### src/rtl/full_adder8.sv
// Registered 8-bit ripple-carry adder with carry, signed-overflow and zero flags.
// The combinational core is eight 1-bit full adders, each made of two half adders.

module half_adder (
  input  logic a,
  input  logic b,
  output logic s,
  output logic c
);
  assign s = a ^ b;
  assign c = a & b;
endmodule

module full_adder1 (
  input  logic a,
  input  logic b,
  input  logic ci,
  output logic s,
  output logic co
);
  logic s0, c0, c1;

  half_adder u_ha0 (.a(a),  .b(b),  .s(s0), .c(c0));
  half_adder u_ha1 (.a(s0), .b(ci), .s(s),  .c(c1));

  assign co = c0 | c1;
endmodule

module full_adder8 (
  input  logic       clk,
  input  logic       rst_n,
  input  logic [7:0] a,
  input  logic [7:0] b,
  input  logic       cin,
  output logic [7:0] s,
  output logic       cout,
  output logic       ovf,
  output logic       zero
);
  logic [8:0] c;
  logic [7:0] sum;

  assign c[0] = cin;

  // Carry ripples from bit 0 to bit 7; c[8] is the carry out of the MSB.
  for (genvar i = 0; i < 8; i++) begin : g_bit
    full_adder1 u_fa (
      .a (a[i]),
      .b (b[i]),
      .ci(c[i]),
      .s (sum[i]),
      .co(c[i+1])
    );
  end

  // NOTE: registers use non-blocking assignments so every flop samples the
  // pre-edge values; blocking here would create order-dependent simulation.
  always_ff @(posedge clk or negedge rst_n) begin
    if (!rst_n) begin
      s    <= 8'h00;
      cout <= 1'b0;
      ovf  <= 1'b0;
      zero <= 1'b0;
    end else begin
      s    <= sum;
      cout <= c[8];
      ovf  <= c[7] ^ c[8];
      zero <= (sum == 8'h00);
    end
  end
endmodule

### config.mk
export PLATFORM = sky130hd
export DESIGN_NAME = full_adder8
export DESIGN_NICKNAME = d
export VERILOG_FILES = /design/src/rtl/full_adder8.sv
export SDC_FILE = /design/constraint.sdc
export NUM_CORES = 1
export LEC_CHECK = 0
export ABC_CLOCK_PERIOD_IN_PS = 800
export CORE_MARGIN = 1.5
export CORE_UTILIZATION = 30
export CTS_CLUSTER_DIAMETER = 150
export DETAILED_ROUTE_END_ITERATION = 10
export PLACE_DENSITY = 0.78
export SETUP_SLACK_MARGIN = 0.15
export SLEW_MARGIN = 20
export SYNTH_ARGS = -nofsm -noshare
export SYNTH_HDL_FRONTEND = slang
export SYNTH_SLANG_ARGS = --single-unit
export TNS_END_PERCENT = 50
### constraint.sdc
create_clock -name clk -period 0.8 [get_ports clk]
set_clock_uncertainty 0.1 [all_clocks]
set_input_delay 0.12 -clock clk [delete_from_list [all_inputs] [get_ports clk]]
set_output_delay 0.12 -clock clk [all_outputs]
set_load 0.05 [all_outputs]
# Word level (Yosys, flattened, before mapping)
# Index checks and enable logic that the tools add are counted.
# word_totals
reg_bits	11
latch_bits	0
ramBits	0
mem_bits_ro	0
inputBits	19
out_inout_bits	11
memories	0
# classes
add_sub_neg	0
multipliers	0
div_mod_pow	0
order_cmp	0
eq_ne	0
shift	0
mux	0
bitwise	41
reduce_logical	1
# ops
operator	count
XOR 1 bit	17
AND 1 bit	16
zero test 8 bit	1
bitwise OR 1 bit	8

# Depth between registers and ports, before layout
# depth
depth_word	18
ltp_mapped	11
mapped_depth_nobuf	11

# Modules after synthesis
# A second synthesis with hierarchy kept.
# unflattened
hier_cells	39
hier_area_um2	553.0
# modules_own_cells
module	instances	cells_each	area_per_inst_um2	seq_area_each_um2
full_adder8	1	15	302.8	275.3
half_adder	16	1	12.5	0.0
full_adder1	8	1	6.3	0.0

# Worst setup path after synthesis
# OpenSTA, ideal clock, no wires.
# synth_path
path_type	input-to-reg
from	input port a[0]
to	register zero
arrival_time_ns	3.593
required_ns	0.605
slack_ns	-2.988
stages	9
cell_sequence	fa_1 > fa_1 > fa_1 > fa_1 > fa_1 > fa_1 > fa_1 > or4_1 > nor4b_2
# synth_between
word_cells_on_any_way	25
# synth_lines
element	line_no	rtl
from (decl)	32	input logic [7:0] a,
XOR 1 bit	10	assign s = a ^ b;
AND 1 bit	11	assign c = a & b;
bitwise OR 1 bit (*)	26	assign co = c0 | c1;
AND 1 bit (*)	11	
bitwise OR 1 bit (*)	26	
AND 1 bit (*)	11	
bitwise OR 1 bit (*)	26	
AND 1 bit (*)	11	
bitwise OR 1 bit (*)	26	
AND 1 bit (*)	11	
bitwise OR 1 bit (*)	26	
AND 1 bit (*)	11	
bitwise OR 1 bit (*)	26	
XOR 1 bit (*)	10	
via g_bit[6].u_fa.s	18	output logic s,
zero test 8 bit (*)	68	zero <= (sum == 8'h00);
to (signal assigned)	68	
to (decl)	38	output logic zero
# Mark *: on every way through the listed nets, which the timed path passes. The rest lies on a longest branch.

# Final worst setup path
# Same ends and word-level chain as after synthesis.

==> impl_metrics.py <==
metrics = {
    "finish": {
        "nets": 92,
        "most-common-layout-cells": "clkdlybuf4s50_1 (14), buf_12 (12), dfrtp_1 (11)",
        "fin_util_pct": 65.52,
        "drive_gt1_share_pct": 53.13,
        "fin_cells": 80,
        "diodes": 0,
        "layout_commonest_cell": "clkdlybuf4s50_1",
        "area_delta_synth_final_pct": 104.1,
    },
    "power": {
        "power.density_nw_per_um2": 2163,
        "power_mw": 2.159,
        "peakVddDrop_mv": 1.099,
        "leakagePower_nw": 0.4311,
    },
    "routing": {
        "drc": 0,
        "drt_iter0_markers": 0,
        "wl_um": 891,
        "first_pass_iters": 1,
        "wl_per_cell_um": 11.14,
        "final_antenna_net_count": 0,
        "vias": 356,
        "vias_per_cell": 4.450,
    },
    "clock_tree": {
        "cts.sinks": 11,
        "cts_buffer_depth": 2,
        "tritoncts": "done",
        "cts_made_buffers": 3,
        "cts-root-buf": "clkbuf_4",
        "path_clk_slew_ps": 60,
        "h-tree-depth": 1,
        "hold_buffers": 0,
    },
    "worst_hold_path": {
        "hold_class": "in2reg",
    },
    "sta": {
        "fin_hold_ws_ps": 71.64,
        "rsz0062_at_grt": "yes",
        "worstMarginPinSlew_ps": 183.3,
        "fmax_ghz": 0.2936,
        "timing.setup.tns_ps": -19050,
        "period_share_pct": 425.8,
        "setup_violations": 21,
        "slew_headroom_pct": 87.75,
        "hold_viol": 0,
        "slew_viol_final": 0,
        "fin_ws_ps": -2606,
        "period_minus_slack_ps": 3406,
    },
    "global_route": {
        "grt_usage_pct": 12.72,
        "grt_pass1_vias": 415,
        "grt_pass1_wl_mm": 1.662,
        "grt.overflow.total": 0,
        "grt_max_degree": 12,
        "antenna_found_initial": 0,
    },
    "critical_path": {
        "startpoint": "a[0]",
        "critPathCapture": "zero",
        "critPathKind": "in2reg",
        "setup.worst_path.end_class": "register",
        "path_max_fanout": 2,
        "worstPathRequired_ps": 870,
        "worstPathArrival_ps": 3470,
        "startpoint_type": "input port",
    },
    "logic_synthesis": {
        "ys_seq_area_share_pct": 56.27,
        "synth-simple-area-share_pct": 5.371,
        "synth.distinct_cells": 7,
        "synth_mux_area_share_pct": 0,
        "syn_nets": 55,
        "synth_cells": 28,
        "synth_compound_gate_area_share_pct": 0,
        "synth_area_per_cell_um2": 17.47,
        "yosys_warnings": 0,
        "synth-xor-area-share_pct": 1.790,
        "synthAdderAreaFrac_pct": 32.74,
        "synth-seq-cells": 11,
        "synth_top_family_by_area": "adder cells",
        "synth_area_um2": 489.2,
    },
    "floorplan": {
        "die_w_um": 43.38,
        "fp-row-count": 14,
        "core_um2": 1524,
        "dieArea_um2": 1882,
        "pin_count": 30,
        "die_h_um": 43.38,
        "initial_core_util_pct": 32.10,
    },
    "placed_design": {
        "gp_congestion": 0.6084,
        "dp.cells": 75,
        "io_buffer_count": 29,
    },
    "outcome": {
        "status": "finished with violations",
        "violations": "negative setup slack",
    },
    "job": {
        "cap_violations": 0,
    },
}
[through the flow]
step	cell area [um^2]	setup slack [ps]
3_3_place_gp	954.7	-3151
2_1_floorplan	506.7	-2628
3_5_place_dp	954.7	-3192
5_1_grt	998.5	-2654
4_1_cts	984.7	-2791
6_report	998.5	-2606
[registers in the layout (all words and copies together) (netlist names)]
signal / count
cout: 1
s: 8
zero: 1
ovf: 1
[how the worst min path moves through the flow]
stage / from / endpoint / slack (ps) / depth (start not counted)
5_1_grt: cin / s[0] / 50 / 2
3_5_place_dp: rst_n / s[7] / 360 / 2
4_1_cts: rst_n / s[4] / 70 / 2
3_3_place_gp: rst_n / cout / 350 / 2
6_report: cin / s[0] / 70 / 2
2_1_floorplan: rst_n / cout / -280 / 0
[cell families (layout without fill, tap and decap cells)]
group | Yosys count | after routing
DFF | 11 | 11
adders and majority gates | 8 | 8
buffers and inverters | 5 | 41
and+or+nand+nor | 3 | 3
xor gates and xnor gates | 1 | 1
[routing by layer]
| metal | global-route usage [%] | up-vias | routed length (um) |
|---|---|---|---|
| met1 | 12.32 | 175 | 281 |
| met4 | 9.091 | 0 | 12 |
| met2 | 22.99 | 22 | 522 |
| li1 | - | 157 | - |
| met3 | 3.333 | 2 | 74 |
| met5 | 0 | - | 0 |
[worst max-delay path: stages]
cell     delay [ps]
buf_6            90
fa_2            390
fa_2            390
fa_2            340
fa_2            340
fa_2            350
fa_2            350
fa_2            430
or4_4           420
nor4b_2         250
[synth_stat cells]
cell	n	share of area, %
dfrtp_1	11	56
fa_1	8	33
inv_1	5	3.8
nor2_1	1	0.77
nor4b_2	1	3.1
or4_1	1	1.5
xnor2_1	1	1.8
[timing repair]
item / 4_1_cts / 5_1_grt
pin swaps: 9 / 9
buffers inserted: 0 / 1
resized for setup: 18 / 2
endpoints found under the setup margin: 22 / 22
[layout make-up]
class | instances | area, um^2
Clock buffer | 4 | 26.28
Fill cell | 108 | 525.5
Inverter | 5 | 18.77
Multi-Input combinational cell | 12 | 226.5
Sequential cell | 11 | 275.3
Tap cell | 16 | 20.02
Timing Repair Buffer | 32 | 431.7
[power breakdown]
group          switching (mW)  internal, mW  leakage (nW)
clock network           0.164         0.192        0.0150
registers              0.0762         0.651         0.130
logic                   0.512         0.564         0.286
No activity file was read; power rests on OpenSTA's default activity.
